## src/rtl/seqdet_sched.sv

```systemverilog
// seqdet_sched
// Round-robin scheduler that time-shares one serial pattern detector among
// NREQ requesters. A granted word is loaded, the detector history is cleared
// for one cycle, the word is shifted out MSB-first as valid-qualified bits,
// and the detector's en pulses are counted. The frame result is returned with
// a one-cycle done strobe.
//
// Handshake: a requester raises i_req[r] with its word on i_data[r*DW +: DW]
// and keeps both stable until it sees o_ack[r] (one-cycle, one-hot). The word
// is latched on the edge that raises o_ack, so the requester may change
// either signal from the ack cycle on.
//
// Ports:
//   i_clk, i_rst_n        clock (rising edge), asynchronous active-low reset
//   i_req  [NREQ]         request levels
//   i_data [NREQ*DW]      requester words
//   i_hold                inserts a valid bubble while shifting
//   o_ack  [NREQ]         one-hot grant pulse
//   o_busy                high whenever the FSM is not idle
//   o_det_rst_n           detector synchronous reset (active-low)
//   o_det_valid/o_det_data  detector bit stream
//   i_det_en              detector match output
//   o_done                frame-complete pulse
//   o_done_id, o_hits     result of the last completed frame (held)
module seqdet_sched #(
  parameter int NREQ = 4,
  parameter int DW   = 8,
  parameter int CW   = 4,
  localparam int IDW = (NREQ > 1) ? $clog2(NREQ) : 1,
  localparam int BCW = (DW > 1) ? $clog2(DW) : 1
) (
  input  logic              i_clk,
  input  logic              i_rst_n,
  input  logic [NREQ-1:0]   i_req,
  input  logic [NREQ*DW-1:0] i_data,
  input  logic              i_hold,
  output logic [NREQ-1:0]   o_ack,
  output logic              o_busy,
  output logic              o_det_rst_n,
  output logic              o_det_valid,
  output logic              o_det_data,
  input  logic              i_det_en,
  output logic              o_done,
  output logic [IDW-1:0]    o_done_id,
  output logic [CW-1:0]     o_hits
);

  typedef enum logic [2:0] {
    S_IDLE  = 3'd0,
    S_FLUSH = 3'd1,
    S_SHIFT = 3'd2,
    S_DRAIN = 3'd3,
    S_DONE  = 3'd4
  } state_t;

  state_t          state, state_nx;
  logic [IDW-1:0]  ptr;
  logic [IDW-1:0]  id_q;
  logic [DW-1:0]   sreg;
  logic [BCW-1:0]  bit_cnt;
  logic [CW-1:0]   hit_cnt;
  logic            v_d;
  logic            hit_inc;

  logic            grant_vld;
  logic [IDW-1:0]  grant_id;
  logic [IDW:0]    sum;
  logic [IDW-1:0]  cand;

  logic [DW-1:0]   words [NREQ];

  for (genvar g = 0; g < NREQ; g++) begin : g_words
    assign words[g] = i_data[g*DW +: DW];
  end

  // Search upward from ptr+1, wrapping modulo NREQ; first requester found wins.
  always_comb begin
    grant_vld = 1'b0;
    grant_id  = ptr;
    sum       = '0;
    cand      = '0;
    for (int k = 1; k <= NREQ; k++) begin
      sum = {1'b0, ptr} + (IDW+1)'(k);
      if (sum >= (IDW+1)'(NREQ)) sum = sum - (IDW+1)'(NREQ);
      cand = sum[IDW-1:0];
      if (!grant_vld && i_req[cand]) begin
        grant_vld = 1'b1;
        grant_id  = cand;
      end
    end
  end

  // The detector keeps o_en stable through bubbles, so en is only meaningful
  // in the cycle right after a valid bit (v_d).
  assign hit_inc = v_d && i_det_en && (hit_cnt != {CW{1'b1}});

  always_ff @(posedge i_clk or negedge i_rst_n) begin
    if (!i_rst_n) state <= S_IDLE;
    else          state <= state_nx;
  end

  always_comb begin
    state_nx = state;
    case (state)
      S_IDLE:  if (grant_vld) state_nx = S_FLUSH;
      S_FLUSH: state_nx = S_SHIFT;
      S_SHIFT: if (!i_hold && bit_cnt == BCW'(DW-1)) state_nx = S_DRAIN;
      S_DRAIN: state_nx = S_DONE;
      S_DONE:  state_nx = S_IDLE;
      default: state_nx = S_IDLE;
    endcase
  end

  always_ff @(posedge i_clk or negedge i_rst_n) begin
    if (!i_rst_n) begin
      ptr         <= IDW'(NREQ-1);
      id_q        <= '0;
      sreg        <= '0;
      bit_cnt     <= '0;
      hit_cnt     <= '0;
      v_d         <= 1'b0;
      o_ack       <= '0;
      o_busy      <= 1'b0;
      o_det_rst_n <= 1'b0;
      o_det_valid <= 1'b0;
      o_det_data  <= 1'b0;
      o_done      <= 1'b0;
      o_done_id   <= '0;
      o_hits      <= '0;
    end else begin
      o_busy      <= (state_nx != S_IDLE);
      o_ack       <= '0;
      o_done      <= 1'b0;
      o_det_rst_n <= 1'b1;
      v_d         <= o_det_valid;
      if (hit_inc) hit_cnt <= hit_cnt + 1'b1;
      case (state)
        S_IDLE: begin
          if (grant_vld) begin
            o_ack <= NREQ'(1) << grant_id;
            ptr   <= grant_id;
            id_q  <= grant_id;
            sreg  <= words[grant_id];
          end
        end
        S_FLUSH: begin
          o_det_rst_n <= 1'b0;
          o_det_valid <= 1'b0;
          hit_cnt     <= '0;
          bit_cnt     <= '0;
        end
        S_SHIFT: begin
          if (!i_hold) begin
            o_det_valid <= 1'b1;
            o_det_data  <= sreg[DW-1];
            sreg        <= sreg << 1;
            bit_cnt     <= bit_cnt + 1'b1;
          end else begin
            o_det_valid <= 1'b0;
          end
        end
        S_DRAIN: begin
          o_det_valid <= 1'b0;
        end
        S_DONE: begin
          // The en response to the last bit lands in this same cycle.
          o_done    <= 1'b1;
          o_done_id <= id_q;
          o_hits    <= hit_inc ? hit_cnt + 1'b1 : hit_cnt;
        end
        default: ;
      endcase
    end
  end

endmodule

```

## config.mk

```make
export PLATFORM = sky130hd
export DESIGN_NAME = seqdet_sched
export DESIGN_NICKNAME = d
export VERILOG_FILES = /design/src/rtl/seqdet_sched.sv
export SDC_FILE = /design/constraint.sdc
export NUM_CORES = 1
export LEC_CHECK = 0
export CAP_MARGIN = 20
export CORE_UTILIZATION = 30
export DETAILED_ROUTE_END_ITERATION = 10
export GPL_TIMING_DRIVEN = 0
export PLACE_DENSITY = 0.57
export SYNTH_ARGS = -nofsm -noshare
export SYNTH_HDL_FRONTEND = slang
export SYNTH_SLANG_ARGS = --single-unit
```

## constraint.sdc

```tcl
create_clock -name i_clk -period 2 [get_ports i_clk]
set_input_delay 0.2 -clock i_clk [delete_from_list [all_inputs] [get_ports i_clk]]
set_output_delay 0.2 -clock i_clk [all_outputs]
set_load 0.03 [all_outputs]
```

==> results summary, run 1 <==
The setup violation total in the final timing report is 0. The number of antenna diodes in the final layout is 0. The synthesized flop and latch total is 38. Of the total power, the clock network draws roughly 18%. The clock-pin slew on the worst setup and hold paths is 80 ps. The final reports fail on DRC. At the pin with the least slew margin, the transition time is roughly 830 ps. The worst endpoint data arrival time came out at 2110 ps. The count of max-cap constraint violations came out at 0. The number of nets at the end of the flow is around 310. The Yosys step of the flow raised 0 warnings. At the end of routability-driven placement, the weighted congestion stood at 0.715. The initial antenna violation count was 0.

The number of nets handed over by synthesis was 250. The class of the most critical setup path is reg2reg. Global routing used roughly 21% of the available met2 tracks. The largest total area in the synthesized netlist belongs to sky130_fd_sc_hd__dfrtp_1. STA classifies the critical path startpoint as a flip-flop.

The clock net in this run drives a total of 38 sinks. The slowest stage of the critical path belongs to the cell sky130_fd_sc_hd__dfstp_2. The portion of netlist area occupied by mux cells came out at 7.04%.

The boundary pin count is 55. In this run the power density over the cells is about 1500 nW/um^2. The detailed-routing iteration count for the pre-antenna-repair pass came out at 8. Sorting the synthesized cells by how often they occur yields 36 x sky130_fd_sc_hd__dfrtp_1, 35 x sky130_fd_sc_hd__nand2_1, 16 x sky130_fd_sc_hd__nor2_1.

The max-slew violation count was 0. The hold violation count in the final report is 0. The height of the die came out at 83.8 um. The met1 track demand over resource in global routing is 18.5%. The DRC violations left came out at 8.

Data on the critical path is required at its endpoint by 2180 ps. The number of vias per cell after detailed routing came out at 4.97. The post-detailed-routing wire length came out at 4510 um. The most frequent cell after synthesis is sky130_fd_sc_hd__dfrtp_1. The final routed wire length divided by cell count came out at 13.0 um. The time the worst path needs with I/O delays and setup is 1930 ps. The fraction of layout instances using a drive strength above 1 came out at 14.0%. In this run, the number of DRC markers left after iteration 0 of detailed routing was 66. The maximum fanout along the worst path came out at 7.

The maximum number of pins on one net before global-route repair is 39. The dominant combinational cell family by area after synthesis is compound AO/OA/AOI/OAI gates. The number of filler cells placed in the layout came out at 635. The compound-gate portion of the synthesized area is 22.2%.

The number of cell rows came out at 29. After Yosys synthesis, full adders, half adders and majority gates account for 1.87% of the synthesized area. The via count of the first global-routing pass is 1628.

The run finished, with violations left. Once the floorplan was initialized, standard cells occupied 31.3% of the core. The total negative setup slack came out at 0 ps. The remaining global-route overflow came out at 0. The buffer depth of the longest clock path is 2. By instance count, the cell type seen most on the critical path is sky130_fd_sc_hd__buf_6. The mapped netlist covers 2010 um^2. The cts-stage hold buffer count is 0.

TritonCTS built the clock tree. The routed via count is 1731. The share of the core filled with cells in the final layout came out at 44.7%. The root buffer cell chosen for the clock tree is sky130_fd_sc_hd__clkbuf_8. The worst stage delay on the critical path came out at 530 ps. The horizontal extent of the die came out at 83.8 um.

The dominant synthesized flop cell is sky130_fd_sc_hd__dfrtp_1. The global-route wire length before repair is 7600 um. Net switching is about two fifths of the power. The tightest min-delay check is of the in2async type. The die area came out at 7020 um^2. The number of H-tree levels is 2. The xor-xnor portion of the synthesized cell area came out at 0.872%. The maximum VDD drop is 0.542 mV. The number of synthesized flops with an enable pin is 0. In the global route stage, overall resource usage came out at 13.6%. The layer carrying the most global-route usage is met2. Combinational logic burns ~52% of the power.

Input and output buffers added on the ports amount to 53. The power after layout is 4.41 mW. STA classifies the critical path endpoint as a flip-flop. The sequential share of power is 29.9%. The core region area is 6420 um^2. The internal power is between 2 and 3 mW. The maximum operating frequency is 519 MHz. The clock latency reported for the late side of the worst-skew pair is around 300 ps. Setup repair after global routing could not meet its margin everywhere.

The instance count of the mapped netlist came out at 207. The static leakage power came out at 1.21 nW. The async set or reset register ratio after synthesis came out at 100%.

Yosys attributes the largest share of cell area to sky130_fd_sc_hd__dfrtp_1 45%, sky130_fd_sc_hd__nand2_1 6.5%, sky130_fd_sc_hd__mux2i_1 6.5%. The global routing usage on met3 is around 3.8%. The top cell type's share of synthesized area is 44.9%. The portion of the clock cycle consumed by the worst path in the final layout came out at 96.4%. The largest clock skew in the final design is 6.72 ps. The area growth from synthesis to layout is 42.9%. The per-instance average area after synthesis came out at 9.70 um^2. The sequential share of the synthesized area came out at ~47%. The basic-gate share of the synthesized area counting and, or, nand and nor cells is 16.9%. Walking the worst path, the cells encountered are buf_6, mux2i_4, a221oi_4, buf_6, mux2i_1, a22o_1, o21ai_2. The worst max-slew margin expressed relative to the limit is 44.4%.

The CTS buffer count came out at 5. The number of nets still failing antenna checks after routing came out at 0. Detailed placement finished with a half-perimeter wire length of 3250 um.

The switching power of the nets came out at between 1.5 and 2 mW. After synthesis, the netlist uses 41 different library cells.
## sequential cells by signal, summed over array words and instances, names as in the netlist
| register | flops |
|---|---|
| o_busy | 1 |
| o_det_data | 1 |
| o_done | 1 |
| o_hits | 4 |
| hit_cnt | 4 |
| state | 3 |
| v_d | 1 |
| ptr | 2 |
| o_det_valid | 1 |
| o_done_id | 2 |
| o_det_rst_n | 1 |
| bit_cnt | 3 |
| id_q | 2 |
| sreg | 8 |
| o_ack | 4 |
## cell usage in the layout (no fill, tap or decap), types with 5 or more instances in the layout
| cell | Yosys | layout |
|---|---|---|
| sky130_fd_sc_hd__a21oi_1 | 8 | 8 |
| sky130_fd_sc_hd__a22o_1 | 5 | 5 |
| sky130_fd_sc_hd__a22oi_1 | 5 | 5 |
| sky130_fd_sc_hd__clkbuf_1 | 7 | 6 |
| sky130_fd_sc_hd__clkbuf_8 | 0 | 5 |
| sky130_fd_sc_hd__clkdlybuf4s50_1 | 0 | 52 |
| sky130_fd_sc_hd__dfrtp_1 | 36 | 36 |
| sky130_fd_sc_hd__mux2i_1 | 13 | 10 |
| sky130_fd_sc_hd__nand2_1 | 35 | 35 |
| sky130_fd_sc_hd__nand2b_1 | 8 | 8 |
| sky130_fd_sc_hd__nor2_1 | 16 | 14 |
| sky130_fd_sc_hd__o21ai_0 | 13 | 13 |
| sky130_fd_sc_hd__o21ai_1 | 7 | 7 |
| sky130_fd_sc_hd__o21ai_2 | 5 | 5 |
## power by group through the flow
stage / logic [mW] / clock network (mW) / registers (mW)
after floorplan: 1.31 / 0 / 1.52
after global placement: 2.13 / 0 / 1.32
after detailed placement: 2.16 / 0 / 1.32
after CTS: 2.22 / 0.808 / 1.31
after global routing: 2.53 / 0.834 / 1.37
final: 2.31 / 0.785 / 1.32
## layer usage
layer / up-vias / wire [um] / part of all wire, %
met5: - / 0 / 0
met2: 61 / 2020 / 45
li1: 861 / - / -
met4: 0 / 55 / 1.2
met3: 5 / 219 / 4.9
met1: 804 / 2220 / 49
## kinds of logic after synthesis
group	Yosys count
xor+xnor	2
fa+ha+maj	3
mux	14
flops	38
simple gates	74
compound gates	63
buf+inv	13
## per-stage QoR
step	cells	worst slack [ps]	hold WS, ps	instance area (um^2)
6_report	348	71.6	0.672	2870
5_1_grt	348	-37.9	68.8	2870
4_1_cts	346	14.6	27.2	2810
3_5_place_dp	337	-494	352	2630
3_3_place_gp	337	-429	428	2640
2_1_floorplan	207	156	-95.6	2010
## path summary, 6_finish.rpt
path	start	endpoint	slack (ps)	cells past startpoint
worst max-delay path	ptr[1]	sreg[7]	70	7
worst min-delay path	i_rst_n	o_hits[3]	0.7	1
worst max register to register	ptr[1]	sreg[7]	70	7
worst min register to register	o_det_valid	v_d	450	0
max in group asynchronous	i_rst_n	sreg[6]	1470	1
min in group i_clk	o_det_valid	v_d	450	0
## critical path, delay by kind of cell, from the launching register on
family          cells  cell delay (ps)
compound gates      3              710
flops               1              530
buf+inv             2              320
mux                 2              260
## final cells by class
| type | instances | area, um^2 | area share (%) |
|---|---|---|---|
| Multi-Input combinational cell | 156 | 1060 | 36.9 |
| Sequential cell | 38 | 953 | 33.2 |
| Timing Repair Buffer | 56 | 548 | 19.1 |
| Tap cell | 77 | 96.3 | 3.36 |
| Clock buffer | 5 | 68.8 | 2.40 |
| Clock inverter | 3 | 68.8 | 2.40 |
| Buffer | 10 | 63.8 | 2.22 |
| Inverter | 3 | 11.3 | 0.392 |
## what timing repair did
action	in CTS	in global routing
pin swaps	1	8
endpoints found under the setup margin	8	9
resized for setup	8	12
gates cloned	0	1
setup buffers	1	1
Note: power is estimated with default switching activity, not from simulation.
==> run 2, diff against run 1 <==
CORE_MARGIN = 2   (was not set)
==> results summary, run 2 (synthesized netlist as in run 1, its figures left out) <==
The cell area after placement came out at 2630 um^2. The horizontal extent of the die came out at 85.8 um. In the layout the commonest cells are 52 x sky130_fd_sc_hd__clkdlybuf4s50_1, 36 x sky130_fd_sc_hd__dfrtp_1, 34 x sky130_fd_sc_hd__nand2_1, 14 x sky130_fd_sc_hd__nor2_1, 13 x sky130_fd_sc_hd__o21ai_0. The max-slew violation count came to 0. Measured on the finished design, the core utilization comes to 44.1%. The largest clock skew in the final design is 7.81 ps.

The initial antenna violation count is 0. The initial core utilization is 31.3%. The flip-flop count of the largest register after layout is 8. Entering global routing, the biggest net connects 39 pins. The worst max-slew margin expressed relative to the limit came out at 44.2%. The count of inserted antenna diode cells came out at 0.

The boundary pin count came out at 55. The root buffer cell chosen for the clock tree is sky130_fd_sc_hd__clkbuf_8. The total number of clock tree sinks came out at 38.

The min-delay analysis places its worst path in the category in2async. The run finished, with violations left. For this block, the initial DRC count from the detailed router was 115. The hold violation count in the final report came out at 0. The core region area is 6420 um^2. The portion of the clock cycle consumed by the worst path in the final layout came out at 96.6%.

The post-route cell area is 2830 um^2. In this run the deepest clock path goes through 2 buffers. STA classifies the critical path startpoint as a flip-flop. The required time of the critical path came out at 2180 ps. Clock-pin slew was measured on the worst setup and hold paths at 80 ps. The via count of the first global-routing pass is 1587.

TritonCTS built the clock tree. The die area came out at 7360 um^2. Derived from the worst setup path, the maximum achievable clock frequency is roughly 520 MHz.

The power after layout is 4.20 mW. The count of placed standard cells including taps is 337. The post-detailed-routing wire length is 4520 um. The number of filler cells placed in the layout came out at 627.

The height of the die is 85.8 um. The total negative setup slack came out at 0 ps. The worst endpoint data arrival time is roughly 2100 ps. The net count of the finished layout is between 300 and 400. The number of vias per cell after detailed routing came out at a little under 5. The count of cells in the finished layout, fillers not included, comes to roughly 350.

The routed via count is 1710. Global routing finished with a remaining overflow of 0. The maximum fanout along the worst path came out at 7. The kind of capture point of the worst setup path is a flip-flop. The maximum VDD drop is around 0.44 mV. The layout overhead on the synthesized area is 41.1%. The clock latency reported for the late side of the worst-skew pair is 290 ps.

The half-perimeter wire length of the detailed placement result is 3320 um. The CTS buffer count came out at 5. The detailed-routing iteration count for the pre-antenna-repair pass is 8. The DRC violations left is 2. The number of cell rows came out at 29.

The total global-route track usage came out at about an eighth. The first global-routing pass estimated 7420 um of wire. The setup violation total in the final timing report is 0. The fraction of layout instances using a drive strength above 1 is 13.7%.

The top register by number of flip-flops is sreg. The routability congestion estimate from global placement is 0.719. The static leakage power came out at between 1 and 1.5 nW. The tool flagged a number of max-cap violations equal to 0. The library cell used most frequently in the layout, excluding fill and tap cells, is sky130_fd_sc_hd__clkdlybuf4s50_1.

The number of H-tree levels came out at 2. After detailed routing, the average wire length per cell comes to ~13 um. Setup repair after global routing could not meet its margin everywhere. The critical path in this run is classified as reg2reg.

The checks that failed: DRC. Port buffering added 53 buffers. The time the worst path needs with I/O delays and setup came out at 1930 ps.

The slew of the pin with the lowest slew margin is 836 ps. The power per cell area is 1480 nW/um^2. The cts-stage hold buffer count is 0. The number of nets still failing antenna checks after routing came out at 0.
-- run 2: per-stage QoR --
step           setup WS (ps)  hold slack, ps
4_1_cts                 17.2            37.5
3_3_place_gp            -415             427
5_1_grt                -22.7            72.7
2_1_floorplan            156           -95.6
6_report                68.1            7.22
3_5_place_dp            -478             354
-- run 2: final cells by class --
cell class,instances,area (um^2),area share (%)
inverters,3,11.3,0.397
flip-flops and latches,38,953,33.6
multi-input cells,156,1070,37.9
plain buffers,10,63.8,2.25
well taps,77,96.3,3.40
repair buffers,55,541,19.1
clock inverters,2,12.5,0.442
clock buffers,6,82.6,2.91
-- run 2: power breakdown --
part           internal (mW)  switching, mW
registers               1.10          0.222
logic                   1.03           1.28
clock network          0.277          0.280
-- run 2: critical path: stages (launching register included) --
cell and delay [ps]:
sky130_fd_sc_hd__dfstp_2 530, sky130_fd_sc_hd__buf_6 130, sky130_fd_sc_hd__mux2i_4 80, sky130_fd_sc_hd__a221oi_4 440, sky130_fd_sc_hd__buf_6 190, sky130_fd_sc_hd__mux2i_1 190
sky130_fd_sc_hd__a22o_1 200, sky130_fd_sc_hd__o21ai_2 60
-- run 2: final timing paths --
| check | start | to | slack, ps | depth (start not counted) |
|---|---|---|---|---|
| max in group asynchronous | i_rst_n | bit_cnt[0] | 1470 | 1 |
| min in group i_clk | o_det_valid | v_d | 440 | 0 |
| min | i_rst_n | o_hits[3] | 7 | 1 |
| max | ptr[1] | sreg[7] | 70 | 7 |
| max reg2reg | ptr[1] | sreg[7] | 70 | 7 |
| min reg2reg | o_det_valid | v_d | 440 | 0 |
-- run 2: what timing repair did --
item | 4_1_cts | 5_1_grt
buffers inserted | 1 | 0
gates cloned | 0 | 1
gates resized for setup | 7 | 15
pin swaps | 1 | 5
endpoints found under the setup margin | 8 | 13
-- run 2: layer usage --
metal	share of wire (%)	GRT usage [%]	vias up
met4	1.2	3.61	0
met5	0	0	-
met1	49	17.7	790
met3	6.0	3.66	5
met2	44	19.1	51
li1	-	-	864
==> run 3, diff against run 2 <==
CELL_PAD_IN_SITES_DETAIL_PLACEMENT = 0   (was not set)
CELL_PAD_IN_SITES_GLOBAL_PLACEMENT = 2   (was not set)
CORE_UTILIZATION = 26   (was 30)
PLACE_DENSITY = 0.76   (was 0.57)
==> results summary, run 3 (synthesized netlist as in run 1, its figures left out) <==
The setup violation total in the final timing report is 0. The type of element launching the critical path is a flip-flop. The number of buffer cells added on primary ports is 53.

The slowest stage of the critical path is the sky130_fd_sc_hd__dfstp_2 cell. The critical register-to-register path endpoint is sreg[4]. Global routing used 11.7% of the available tracks. Per report_power, the combinational group accounts for 54.1% of the total. The share of the core filled with cells in the final layout is 37.7%. The number of H-tree levels is 2. The core region area is ~7600 um^2.

The global-route wire length before repair came out at 7830 um. The number of vias per cell after detailed routing is 4.54. The post-detailed-routing wire length is ~4600 um. The max-slew violation count is 0. The analysis attributes to net switching a power of roughly 1.8 mW. The boundary pin count came out at 55. The clock-pin slew on the worst setup and hold paths came out at 70 ps.

The maximum VDD drop is 0.396 mV. The die area came out at 8440 um^2. Internal power comes to 2.50 mW. The slew of the pin with the lowest slew margin is about 850 ps. The worst endpoint data arrival time is 2090 ps. The power after layout came out at 4.26 mW. The DRC violations left came out at 0. The register with the most flip-flops in the layout has 8 of them.

The register with the most flip-flops in the final layout is sreg. The worst-case hold slack came out at 14.1 ps. The share of power burned in the clock network came out at 15.0%.

Clock skew on the completed layout was measured at 4.81 ps. STA classifies the critical path endpoint as a flip-flop. In this run the vertical extent of the chip is 91.9 um. The number of nets at the end of the flow came out at 312. The number of filler cells placed in the layout is 806.

The via count of the first global-routing pass came out at approximately 1600. The count of inserted antenna diode cells is 0. The switching part of the total power is 41.2%. The static leakage power came out at 1.20 nW. The portion of the clock cycle consumed by the worst path in the final layout came out at 95.8%. The number of cell rows came out at 32. The half-perimeter wire length of the detailed placement result came out at 3460 um. The initial core utilization came out at a little over a quarter. The run finished with clean final reports. The fraction of layout instances using a drive strength above 1 came out at roughly an eighth. Data on the critical path is required at its endpoint by 2170 ps.

The total number of clock tree sinks came out at 38. By startpoint and endpoint, the worst setup path is classified as reg2reg. Walking the worst path, the cells encountered are buf_6, mux2i_4, a221oi_4, buf_6, mux2i_1, a22o_1, o21ai_2. Counting cells, the worst reg-to-reg path comes to 7. Setup repair after global routing left no endpoint under its margin. The detailed-routing iteration count for the pre-antenna-repair pass is 4.

The final route contains 1688 vias. The class of the tightest hold or removal check is in2async. The initial antenna violation count is 0. Registers are responsible for a little under a third of the overall power. The time the worst path needs with I/O delays and setup came out at 1920 ps. The number of nets still failing antenna checks after routing came out at 0.

Leaving out fill and tap cells, the most frequent cells in the layout are 52 x sky130_fd_sc_hd__clkdlybuf4s50_1, 36 x sky130_fd_sc_hd__dfrtp_1, 35 x sky130_fd_sc_hd__nand2_1, 14 x sky130_fd_sc_hd__nor2_1, 13 x sky130_fd_sc_hd__o21ai_0. The worst max-slew margin expressed relative to the limit came out at 43.4%. The post-route cell area came out at between 2000 and 3000 um^2. Setup slack on the critical path of the routed design comes to 84.5 ps. The CTS buffer count is 5. TritonCTS built the clock tree.

The remaining global-route overflow came out at 0. After detailed routing, the average wire length per cell comes to 12.5 um. Derived from the worst setup path, the maximum achievable clock frequency is around 520 MHz.

Power spread over the standard cell area amounts to 1480 nW/um^2. The slack of the worst reg-to-reg path came out at 80 ps. CTS placed an instance of sky130_fd_sc_hd__clkbuf_8 at the clock tree root. Timing analysis after detailed placement gives a worst setup slack of -458 ps. The routability congestion estimate from global placement came out at 0.688. The maximum number of pins on one net before global-route repair is 39.

The launching point of the worst reg2reg path is ptr[1]. The most numerous cell type found on the critical path is sky130_fd_sc_hd__buf_6. The most frequent standard cell in the layout excluding fill and tap cells is sky130_fd_sc_hd__clkdlybuf4s50_1. Max-cap violations in this run came to 0. The layout overhead on the synthesized area came out at 42.9%. The cell area after placement is 2660 um^2.

The clock latency reported for the late side of the worst-skew pair came out at 290 ps. After the first detailed-routing iteration, the DRC count stood at 34. The longest clock path from root to sink contains 2 buffers. The worst stage delay on the critical path is 530 ps. The maximum fanout along the worst path came out at 7. The horizontal extent of the die is 91.9 um. The hold violation count in the final report is 0.
## run 3: how the worst max path moves through the flow
stage | cells past startpoint | start | to | slack [ps]
detailed placement | 6 | i_req[1] | sreg[1] | -460
global placement | 6 | i_req[1] | sreg[1] | -460
floorplan | 6 | ptr[1] | sreg[2] | 160
global route | 7 | ptr[1] | sreg[6] | 10
finish | 7 | ptr[1] | sreg[4] | 80
CTS | 6 | ptr[1] | sreg[2] | 9
## run 3: worst max-delay path, delay by kind of cell (launching register included)
kind | cells | cell delay [ps]
AO/OA/AOI/OAI | 3 | 660
buffers and inverters | 2 | 320
flip-flops | 1 | 530
multiplexers | 2 | 290
## run 3: metal layers
layer / GRT usage (%) / share of wire (%)
met5: 0 / 0
met4: 3.73 / 1.4
met3: 3.29 / 5.4
met2: 17.6 / 45
met1: 16.4 / 48
## run 3: per-stage QoR
| step | std cells | TNS (ps) |
|---|---|---|
| finish | 372 | 0 |
| CTS | 371 | 0 |
| floorplan | 207 | 0 |
| global placement | 362 | -12010 |
| detailed placement | 362 | -3800 |
| global route | 372 | 0 |
## run 3: area by class of cell
type                            instances  area (um^2)  share of cell area (%)
Buffer                                 10         63.8                    2.22
Tap cell                              102          128                    4.45
Clock inverter                          1         30.0                    1.05
Multi-Input combinational cell        156         1070                    37.2
Timing Repair Buffer                   55          541                    18.8
Clock buffer                            7         76.3                    2.66
Inverter                                3         11.3                   0.392
Sequential cell                        38          953                    33.2
## run 3: timing repair
action / in CTS / in global routing
pin swaps: 1 / 5
gates resized for setup: 7 / 14
buffers inserted: 1 / 0
hold buffers: 0 / 0
setup endpoints to repair: 9 / 9
gates cloned: 0 / 1
## run 3: power groups by stage
stage          combinational (mW)  clock, mW  sequential [mW]
2_1_floorplan                1.31          0             1.52
3_3_place_gp                 2.16          0             1.32
3_5_place_dp                 2.17          0             1.32
4_1_cts                      2.23      0.661             1.31
5_1_grt                      2.54      0.696             1.36
6_report                     2.30      0.638             1.32
